==> config.mk <==
export PLATFORM = sky130hd
export DESIGN_NAME = pt_encoder_param
export DESIGN_NICKNAME = d
export VERILOG_FILES = /design/src/rtl/pt_encoder_param.sv
export SDC_FILE = /design/constraint.sdc
export NUM_CORES = 1
export LEC_CHECK = 0
export CAP_MARGIN = 15
export CORE_MARGIN = 1.5
export CORE_UTILIZATION = 51
export DETAILED_ROUTE_END_ITERATION = 6
export DONT_BUFFER_PORTS = 1
export HOLD_SLACK_MARGIN = 0.06
export PLACE_DENSITY = 0.66
export RECOVER_POWER = 50
export REMOVE_ABC_BUFFERS = 1
export SLEW_MARGIN = 20
export SYNTH_ARGS = -nofsm -noshare
export SYNTH_HDL_FRONTEND = slang
export SYNTH_SLANG_ARGS = --single-unit
==> constraint.sdc <==
create_clock -name clk_12kHz -period 2.45 [get_ports clk_12kHz]
set_clock_uncertainty 0.1 [all_clocks]
set_input_delay 0.49 -clock clk_12kHz [delete_from_list [all_inputs] [get_ports clk_12kHz]]
set_output_delay 0.49 -clock clk_12kHz [all_outputs]
set_load 0.01 [all_outputs]
==> src/rtl/pt_encoder_param.sv <==
// Parametrised trinary remote-control encoder: latches a word by valid/ready and sends it as REPEAT frames.
// Optional macro PT_ENC_FRAME_CNT_EN adds a 16-bit count of completed frames (frame_cnt).
module pt_encoder_param #(
   parameter int ADDR_BITS = 8,
   parameter int DATA_BITS = 4,
   parameter int CHIP_CYC  = 4,
   parameter int REPEAT    = 4
) (
   input  logic                   clk_12kHz,
   input  logic                   rst_n,
   input  logic                   in_valid,
   output logic                   in_ready,
   input  logic [2*ADDR_BITS-1:0] addr_code,
   input  logic [DATA_BITS-1:0]   data_in,
   output logic                   dout,
   output logic                   busy,
   output logic                   sync_flag,
   output logic                   done
`ifdef PT_ENC_FRAME_CNT_EN
   ,
   output logic [15:0]            frame_cnt
`endif
);

   localparam int NSYM  = ADDR_BITS + DATA_BITS;
   localparam int SYM_W = (NSYM > 1) ? $clog2(NSYM) : 1;
   localparam int CYC_W = (CHIP_CYC > 1) ? $clog2(CHIP_CYC) : 1;
   localparam int REP_W = $clog2(REPEAT + 1);

   typedef enum logic [1:0] {IDLE, BIT, SYNC} state_t;

   state_t                 state, state_nxt;
   logic [CYC_W-1:0]       cyc, cyc_nxt;
   logic [4:0]             chip, chip_nxt;
   logic [SYM_W-1:0]       sym, sym_nxt;
   logic [REP_W-1:0]       rep, rep_nxt;
   logic                   done_nxt;
   logic                   cyc_wrap;
   logic [2*ADDR_BITS-1:0] addr_q;
   logic [DATA_BITS-1:0]   data_q;
   logic [1:0]             code;
   logic                   sym_one;
   logic                   sym_float;
   logic                   bit_chip;

   assign cyc_wrap = (cyc == CYC_W'(CHIP_CYC - 1));

   always_ff @(posedge clk_12kHz) begin
      if (!rst_n) begin
         state <= IDLE;
         cyc   <= '0;
         chip  <= '0;
         sym   <= '0;
         rep   <= '0;
         done  <= 1'b0;
      end else begin
         state <= state_nxt;
         cyc   <= cyc_nxt;
         chip  <= chip_nxt;
         sym   <= sym_nxt;
         rep   <= rep_nxt;
         done  <= done_nxt;
      end
   end

   // The word is held for all repeats so the inputs are free once accepted.
   always_ff @(posedge clk_12kHz) begin
      if (state == IDLE && in_valid) begin
         addr_q <= addr_code;
         data_q <= data_in;
      end
   end

   always_comb begin
      state_nxt = state;
      cyc_nxt   = cyc;
      chip_nxt  = chip;
      sym_nxt   = sym;
      rep_nxt   = rep;
      done_nxt  = 1'b0;
      case (state)
         IDLE: begin
            if (in_valid) begin
               state_nxt = BIT;
               cyc_nxt   = '0;
               chip_nxt  = '0;
               sym_nxt   = '0;
               rep_nxt   = '0;
            end
         end
         BIT: begin
            cyc_nxt = cyc_wrap ? '0 : cyc + CYC_W'(1);
            if (cyc_wrap) begin
               if (chip == 5'd7) begin
                  chip_nxt = '0;
                  if (sym == SYM_W'(NSYM - 1)) begin
                     state_nxt = SYNC;
                     sym_nxt   = '0;
                  end else begin
                     sym_nxt = sym + SYM_W'(1);
                  end
               end else begin
                  chip_nxt = chip + 5'd1;
               end
            end
         end
         SYNC: begin
            cyc_nxt = cyc_wrap ? '0 : cyc + CYC_W'(1);
            if (cyc_wrap) begin
               if (chip == 5'd31) begin
                  chip_nxt = '0;
                  if (rep == REP_W'(REPEAT - 1)) begin
                     state_nxt = IDLE;
                     rep_nxt   = '0;
                     done_nxt  = 1'b1;
                  end else begin
                     state_nxt = BIT;
                     rep_nxt   = rep + REP_W'(1);
                  end
               end else begin
                  chip_nxt = chip + 5'd1;
               end
            end
         end
         default: state_nxt = IDLE;
      endcase
   end

   // Data bits are mapped onto the same 2-bit code as address symbols ('0' or '1').
   always_comb begin
      code = 2'b00;
      for (int i = 0; i < ADDR_BITS; i++) begin
         if (sym == SYM_W'(i)) code = addr_q[2*i +: 2];
      end
      for (int j = 0; j < DATA_BITS; j++) begin
         if (sym == SYM_W'(ADDR_BITS + DATA_BITS - 1 - j)) code = {1'b0, data_q[j]};
      end
   end

   assign sym_one   = (code == 2'b01);
   assign sym_float = code[1];
   // Chips 0/4 always high, 3/7 always low; the middle pairs carry the symbol value.
   assign bit_chip  = (chip[1:0] == 2'b00) |
                      ((chip[1:0] != 2'b11) & (sym_one | (sym_float & chip[2])));

   assign dout      = (state == BIT) ? bit_chip : ((state == SYNC) && (chip == 5'd0));
   assign busy      = (state != IDLE);
   assign sync_flag = (state == SYNC);
   assign in_ready  = (state == IDLE);

`ifdef PT_ENC_FRAME_CNT_EN
   logic frame_end;
   assign frame_end = (state == SYNC) && cyc_wrap && (chip == 5'd31);

   always_ff @(posedge clk_12kHz) begin
      if (!rst_n)         frame_cnt <= '0;
      else if (frame_end) frame_cnt <= frame_cnt + 16'd1;
   end
`endif

endmodule

# After elaboration in Yosys (flattened, before gate mapping)
# Index checks and enable logic that the tools add are counted.
word_totals:
  ff_bits: 37
  inputBits: 23
  output_inout_bits: 5
  wordCells: 100
op_classes:
  addsub: 4
  n_eq_ne: 25
  muxes: 41
  n_bitwise: 4
  n_reduce_logical: 18
ops:
  columns: ["operator", "count"]
  rows:
  - ["2-bit 2-to-1 mux", 20]
  - ["5-bit 2-to-1 mux", 5]
  - ["4-bit by 3-bit == test with 1-bit output (second input constant)", 4]
  - ["4-bit == test (second input constant)", 4]
  - ["4-bit 2-to-1 mux", 4]
  - ["4-bit AND reduction", 4]
  - ["5-bit case mux with 3 select lines", 1]
  - ["3-bit 2-to-1 mux", 4]
  - ["2-bit inequality test (second input constant)", 5]
  - ["4-bit by 2-bit == test with 1-bit output (second input constant)", 2]
  - ["4-bit case mux with 2 select lines", 1]
  - ["2-bit nonzero test", 4]
  - ["2-bit case mux with 3 select lines", 1]
  - ["3-bit case mux with 2 select lines", 1]
  - ["6-bit AND reduction", 1]
  - ["5-bit by 1-bit adder with 5-bit output (second input constant)", 1]
  - ["5-bit by 3-bit == test with 1-bit output (second input constant)", 1]
  - ["5-bit == test (second input constant)", 1]
  - ["5-bit logical NOT", 1]
  - ["4-bit by 1-bit adder with 4-bit output (second input constant)", 1]
  - ["2-bit by 1-bit == test with 1-bit output (second input constant)", 2]
  - ["2-bit == test (second input constant)", 2]
  - ["4-bit by 1-bit == test with 1-bit output (second input constant)", 1]
  - ["2-bit logical NOT", 2]
  - ["13 further kinds", 19]

# Depth between registers and ports, before layout
# Gate-level depths: netlist (run 1).
depth:
  ltp_word: 18
  ltp_mapped: 8
  mapped_depth_nobuf: 8

# Worst setup path before layout (run 1)
# OpenSTA, ideal clock, no wires.
synth_timing:
  path_kind: "register -> output"
  from: "register sym[0]"
  to: "output port dout"
  t_arrival_ns: 1.730
  required_time_ns: 1.860
  setup_slack_ns: 0.130
  path_stages_with_launch: 8
  path_buffers: 0
  path_cell_list: "dfxtp_1 inv_1 ha_1 or2_2 o311ai_0 o2bb2ai_1 and3_1 a21oi_1"
synth_via:
  elab_chain_cells: 18
  elab_cells_between_ends: 30
  classes_between: "eq/ne: 12; mux: 13; bitwise: 4; reduce/logical: 1"
synth_lines:
  columns: ["item", "line_no", "source"]
  rows:
  - ["start: declaration", "35", "logic [SYM_W-1:0] sym, sym_nxt;"]
  - ["start signal: assignment", "60", "sym <= sym_nxt;"]
  - ["4-bit logical NOT", "133", "if (sym == SYM_W'(i)) code = addr_q[2*i +: 2];"]
  - ["2-bit 2-to-1 mux (8 in a row)", "133", null]
  - ["2-bit 2-to-1 mux (3 in a row)", "136", "if (sym == SYM_W'(ADDR_BITS + DATA_BITS - 1 - j)) code = {1'b0, data_q[j]};"]
  - ["2-bit 2-to-1 mux *", "136", null]
  - ["2-bit by 1-bit == test with 1-bit output or 1-bit AND (tied branches)", "140, 144", null]
  - ["1-bit OR *", "144", "((chip[1:0] != 2'b11) & (sym_one | (sym_float & chip[2])));"]
  - ["1-bit AND *", "144", null]
  - ["1-bit OR *", "143", "assign bit_chip = (chip[1:0] == 2'b00) |"]
  - ["1-bit 2-to-1 mux *", "146", "assign dout = (state == BIT) ? bit_chip : ((state == SYNC) && (chip == 5'd0));"]
  - ["end: declaration", "15", "output logic dout,"]
# Mark *: on every way between the ends. The rest lies on a longest branch, timed or not.

# Final worst setup path (run 1)
# Ends and elaborated chain as after synthesis.

==> results of run 1 <==
[area by class of cell]
| class | instances | area, sq um | share of cell area |
|---|---|---|---|
| repair buffers | 12 | 113 | 0.0482 |
| flip-flops and latches | 37 | 948 | 0.406 |
| multi-input cells | 137 | 1080 | 0.462 |
| well taps | 48 | 60.1 | 0.0257 |
| clock inverters | 3 | 25.0 | 0.0107 |
| clock buffers | 5 | 68.8 | 0.0294 |
| inverters | 11 | 43.8 | 0.0187 |
[power by group through the flow]
stage / Combinational, W / Sequential (W) / Clock, W
2_1_floorplan: 0.000569 / 0.000843 / 0
3_3_place_gp: 0.000758 / 0.000855 / 0
3_5_place_dp: 0.000781 / 0.000863 / 0
4_1_cts: 0.000834 / 0.000856 / 0.000447
5_1_grt: 0.000966 / 0.000872 / 0.000468
6_report: 0.000878 / 0.000861 / 0.000438
[final timing paths]
kind | to | slack [ns] | startpoint | depth (start not counted)
worst min register to register | rep[2] | 0.35 | rep[2] | 2
worst min-delay path | addr_q[10] | 0.18 | addr_code[10] | 0
worst max-delay path | dout | -0.17 | sym[0] | 7
worst max register to register | sym[3] | 0.24 | state[1] | 8
[routing by layer]
metal	wire length (um)	share of wire
met5	0	0
met4	61	0.014
met3	167	0.038
met2	2010	0.46
met1	2130	0.49
[flip-flops by register name, summed over array words and instances, names as in the netlist]
register / count
data_q: 4
cyc: 2
state: 2
chip: 5
sym: 4
addr_q: 16
rep: 3
done: 1
[placed cells by master, fill, tap and decap left out, drive strengths merged, types with 3 or more instances in the layout]
| master | Yosys | routed |
|---|---|---|
| a21boi | 5 | 5 |
| and2 | 6 | 6 |
| a211oi | 3 | 3 |
| clkbuf | 6 | 8 |
| nor2 | 9 | 9 |
| buf | 2 | 9 |
| nand2 | 12 | 12 |
| a21oi | 7 | 7 |
| nand2b | 3 | 3 |
| nand3 | 5 | 5 |
| nor3b | 5 | 5 |
| nor2b | 11 | 11 |
| dfxtp | 17 | 17 |
| nor3 | 4 | 4 |
| and3 | 3 | 3 |
| nand3b | 4 | 4 |
| ha | 14 | 14 |
| o21ai | 11 | 11 |
| o21a | 3 | 3 |
| inv | 11 | 12 |
| mux2i | 5 | 5 |
| edfxtp | 20 | 20 |
[cells by family (layout without fill, tap and decap cells)]
| group | count (synthesis) | after routing | share of synthesized area |
|---|---|---|---|
| buffers and inverters | 19 | 31 | 0.0400 |
| and+or+nand+nor | 69 | 69 | 0.201 |
| muxes | 5 | 5 | 0.0250 |
| AOI/OAI and AO/OA | 49 | 49 | 0.177 |
| adders and majority gates | 14 | 14 | 0.0875 |
| DFF | 37 | 37 | 0.470 |
[Yosys cell counts, drive strengths merged (2+ instances only)]
cell	n	area share
nand3b	4	0.015
a21boi	5	0.019
edfxtp	20	0.30
nor2	9	0.017
o21a	3	0.011
inv	11	0.021
o21ai	11	0.027
nand2	12	0.022
ha	14	0.088
nor3b	5	0.019
nand3	5	0.012
a221oi	2	0.0088
a21oi	7	0.017
o2111ai	2	0.0088
nor2b	11	0.034
o2bb2ai	2	0.0088
nor3	4	0.012
clkbuf	6	0.011
o311ai	2	0.0088
dfxtp	17	0.17
a211oi	3	0.014
nand2b	3	0.0094
o221a	2	0.011
a211o	2	0.0088
and3	3	0.0094
buf	2	0.0081
and2	6	0.019
mux2i	5	0.025
[what timing repair did]
item                                    CTS  global route
endpoints found under the setup margin    1             1
buffers inserted                          0             1
pin swaps                                 6             7
resized for setup                        24             8
gates cloned                              0             1
[stage by stage]
step	cell area, sq um	std cells	util
3_3_place_gp	2100	243	0.565
6_report	2340	253	0.629
5_1_grt	2340	253	0.629
2_1_floorplan	1960	185	-
3_5_place_dp	2100	243	0.565
4_1_cts	2280	251	0.614
==> impl_metrics.json, run 1 <==
{
  "outcome": "finished with violations",
  "violations": "setup timing",
  "drive_gt1_frac": 0.205,
  "rsz0062_at_grt": "yes",
  "finalSetupViolCount": 1,
  "cts_hold_buf": 0,
  "switching_share": 0.378,
  "critPathCaptureType": "output pin",
  "syn_to_final_growth_pct": 16.8,
  "row_count": 22,
  "cts_buffer_depth": 2,
  "cpMaxStageDelayCell": "dfxtp_4",
  "slew_headroom": 0.635,
  "wl_per_cell_um": 17.3,
  "power_w": 0.00218,
  "final-max-slew-violation-count": 0,
  "grt_usage": 0.218,
  "ctsHtreeMaxLevel": 2,
  "p_int_w": 0.00135,
  "antenna_cells": 0,
  "dieArea_sq_um": 4310,
  "crit_arrival_ns": 2.03,
  "clk_pin_slew_ns": 0.08,
  "cap_violations": 0,
  "globalRouteMet2Util": 0.331,
  "grt-ovfl-total": 0,
  "routed_wirelength_um": 4370,
  "finalHoldViolCount": 0,
  "grt_pass1_wl_um": 7100,
  "hold_slack_ns": 0.184,
  "synth_edf_count": 20,
  "busiest_layer": "met2",
  "io_pins": 28,
  "p_leak_nw": 0.863,
  "grt_max_degree": 21,
  "fillers": 310,
  "clkSinkCount": 37,
  "min_path_type": "input port to register",
  "pwr-share-clk": 0.201,
  "crit_chain": "inv_4 -> ha_4 -> or2_2 -> o311ai_1 -> o21ai_1 -> o2bb2ai_1 -> a21oi_4",
  "ir_worst_vdd_uv": 694,
  "first_global_vias": 1460,
  "cts-root-buf": "clkbuf_8",
  "dp_slack_ns": -0.0753,
  "vias": 1502,
  "synthCells": 193,
  "avgViaCountPerCell": 5.94,
  "fin_crit_sh": 1.07,
  "p_per_area_nw_per_um2": 931,
  "dp_hpwl_um": 2910,
  "grt_use_met3": 0.0531,
  "met1_usage": 0.307,
  "antenna_found_initial": 0,
  "fin_ws_ns": -0.167,
  "worstPathMaxFanout": 4,
  "cp_num_buf_inv": 1,
  "drtIter0Drc": 131,
  "cp-start-kind": "register",
  "synthesis.area_sq_um": 2000,
  "switchingPower_w": 0.000823,
  "ys_types": 46,
  "drc": 0,
  "cts_tree": "built",
  "nNetsFinal": 241,
  "insertion_delay_ns": 0.29,
  "p_comb_frac": 0.403,
  "drtAntennaViolNets": 0,
  "cts_made_buffers": 5,
  "worst-setup-path-type": "register to output pin",
  "drt_first_pass_iters": 4,
  "worst_pin_slew_ns": 0.546,
  "ys_ff_latch": 37,
  "die_w_um": 65.7,
  "cp_top_family": "compound AO/OA/AOI/OAI gates",
  "synth_ff_type": "edfxtp_1",
  "p_seq_frac": 0.396,
  "async_flop_share": 0,
  "yosysSeqAreaShare": 0.470,
  "core_area_sq_um": 3720,
  "timing.fmax_mhz": 382,
  "yosysWarnings": 0,
  "postSynthAreaPerCell_sq_um": 10.4,
  "min_period_ns": 2.62,
  "cp_data_required_time_ns": 1.86,
  "initial_core_util": 0.539,
  "gp_congestion": 0.839,
  "die_h_um": 65.7,
  "tns_ns": -0.167,
  "critical-path-max-stage-delay_ns": 0.40,
  "port_buffers": 0
}
No activity file was read; power rests on OpenSTA's default activity.
==> run 2: changes to the inputs <==
--- a/config.mk
+++ b/config.mk
@@ -5,6 +5,7 @@
 export SDC_FILE = /design/constraint.sdc
 export NUM_CORES = 1
 export LEC_CHECK = 0
+export ABC_AREA = 1
 export CAP_MARGIN = 15
 export CORE_MARGIN = 1.5
 export CORE_UTILIZATION = 51
==> run 2 against run 1 <==
Net effect:
- the flow now finishes without violations
- via count up 1.9%
- flip-flop and latch count did not move
- count of clock-buffer cells in the layout unchanged
- first-iteration DRC count shrank 23%
- power rose by 11%
- combinational power up 24%
- register-to-register slack improved by 0.05 ns
- area after synthesis fell by 0.94%
- synthesized cell count grew 24%
- maximum frequency increased by 8.1%
- final area shrank 1.0%
- critical endpoint unchanged
- largest cell class is now flip-flops and latches
==> impl_metrics.json, run 2 <==
{
  "outcome": "finished, final reports clean",
  "p_per_area_nw_per_um2": 1040,
  "io_pins": 28,
  "final-max-slew-violation-count": 0,
  "slew_headroom": 0.684,
  "first_global_vias": 1426,
  "synth_common_cells": "inv_1, nand2_1, nor2_1",
  "cts_buffer_depth": 2,
  "finalSetupViolCount": 0,
  "grt_max_degree": 21,
  "cp_top_family": "simple AND/OR/NAND/NOR gates",
  "reg2reg_depth": 10,
  "worst-setup-path-type": "register to output pin",
  "crit_arrival_ns": 1.83,
  "critPathCaptureType": "output pin",
  "synth_edf_count": 20,
  "routed_wirelength_um": 3870,
  "cpMaxStageDelayCell": "dfxtp_4",
  "timing.fmax_mhz": 413,
  "worst_pin_slew_ns": 0.473,
  "antenna_found_initial": 0,
  "ys_types": 28,
  "largest_reg_flops": 16,
  "regMostFlops": "addr_q",
  "cap_violations": 0,
  "min_path_type": "input port to register",
  "yosys-top-cells-area": "edfxtp_1, dfxtp_1, ha_1",
  "rsz0062_at_grt": "yes",
  "synthesis.area_sq_um": 1980,
  "cp_num_buf_inv": 3,
  "cts_made_buffers": 5,
  "finalHoldViolCount": 0,
  "async_flop_share": 0,
  "gp_congestion": 0.803,
  "wl_per_cell_um": 12.7,
  "initial_core_util": 0.538,
  "ctsHtreeMaxLevel": 2,
  "synthCells": 239,
  "critical-path-max-stage-delay_ns": 0.36,
  "drt_first_pass_iters": 4,
  "worstPathMaxFanout": 5,
  "drtAntennaViolNets": 0,
  "most-common-layout-cells": "inv_1, nand2_1, nor2_1, edfxtp_1, nand3_1",
  "drive_gt1_frac": 0.183,
  "min_period_ns": 2.42,
  "ys_ff_latch": 37,
  "dieArea_sq_um": 4270,
  "power_w": 0.00242,
  "reg_top3": "addr_q (16), chip (5)",
  "synth_top_area_frac": 0.303,
  "yosysTopAreaCell": "edfxtp_1",
  "drtIter0Drc": 101,
  "cts-root-buf": "clkbuf_8",
  "ir_worst_vdd_uv": 536,
  "crit_chain": "buf_12 -> ha_4 -> inv_1 -> nor2_2 -> inv_1 -> or2_2 -> a21oi_2 -> nand2_1 -> nand2_1 -> nand2_2",
  "syn_to_final_growth_pct": 16.7,
  "cts_tree": "built",
  "grt_pass1_wl_um": 6620,
  "synth.most_common_cell": "inv_1",
  "yosysWarnings": 0,
  "postPlaceCellArea_sq_um": 2060,
  "insertion_delay_ns": 0.30,
  "cp_data_required_time_ns": 1.86,
  "yosysSeqAreaShare": 0.474,
  "postSynthAreaPerCell_sq_um": 8.30,
  "fin_ws_ns": 0.0291,
  "final_common_cell": "inv_1",
  "core_area_sq_um": 3690,
  "antenna_cells": 0,
  "nNetsFinal": 293,
  "cp-start-kind": "register",
  "clk_pin_slew_ns": 0.08,
  "die_w_um": 65.4,
  "avgViaCountPerCell": 5.02,
  "clkSinkCount": 37,
  "vias": 1531,
  "dp_hpwl_um": 2750,
  "grt_usage": 0.208,
  "fin_crit_sh": 0.988,
  "finalInstanceArea_sq_um": 2310,
  "synth_ff_type": "edfxtp_1",
  "grt-ovfl-total": 0,
  "row_count": 22,
  "port_buffers": 0,
  "p_leak_nw": 0.981,
  "tns_ns": 0,
  "drc": 0,
  "dp_slack_ns": 0.124,
  "cp.depth": 10,
  "whs_path_depth": 0,
  "die_h_um": 65.4
}
## run 2: through the flow
step	std cells	hold slack (ns)	utilization
global route	305	0.168	0.628
CTS	299	0.176	0.607
detailed placement	289	0.345	0.558
floorplan	239	0.332	-
global placement	289	0.345	0.558
finish	305	0.184	0.628
## run 2: worst paths after layout
kind	to	slack, ns	from
setup reg to reg	sym[3]	0.29	state[0]
hold / removal	addr_q[1]	0.18	addr_code[1]
hold reg to reg	rep[2]	0.35	rep[2]
setup / recovery	dout	0.03	sym[1]
## run 2: metal layers
layer | part of all wire | global-route usage | wire [um]
met5 | 0 | 0 | 0
met4 | 0.018 | 0.0781 | 69
met2 | 0.43 | 0.291 | 1680
met3 | 0.034 | 0.0565 | 131
met1 | 0.51 | 0.306 | 1990
## run 2: cell type report
type,instances,area [sq um]
inverters,46,180
flip-flops and latches,37,951
clock buffers,5,68.8
fillers,347,1370
repair buffers,10,86.3
well taps,48,60.1
multi-input cells,156,947
clock inverters,3,21.3
## run 2: where the power goes
part	switching [W]	internal, W	leakage [nW]
logic	0.000709	0.000384	0.605
registers	0.0000809	0.000811	0.332
clock network	0.000231	0.000202	0.0445
total	0.00102	0.00140	0.981
## run 2: kinds of logic after synthesis
logic type | Yosys count | share of synthesized area
adder cells (fa/ha/maj) | 14 | 0.0883
AND/OR/NAND/NOR | 105 | 0.236
buffers and inverters | 46 | 0.0871
AO/OA/AOI/OAI | 35 | 0.105
XOR/XNOR | 2 | 0.00883
flip-flops | 37 | 0.474
## run 2: repair_timing
item | in CTS | in global routing
buffers inserted | 2 | 6
resized for setup | 21 | 10
pin swaps | 3 | 4
hold buffers | 0 | 0
endpoints found under the setup margin | 1 | 1
==> run 3: changes to the inputs <==
--- a/config.mk
+++ b/config.mk
@@ -19,3 +19,4 @@
 export SYNTH_ARGS = -nofsm -noshare
 export SYNTH_HDL_FRONTEND = slang
 export SYNTH_SLANG_ARGS = --single-unit
+export TNS_END_PERCENT = 20
==> results of run 3 <==
Same layout as run 2: the final DEF is identical, and so are final timing and power.
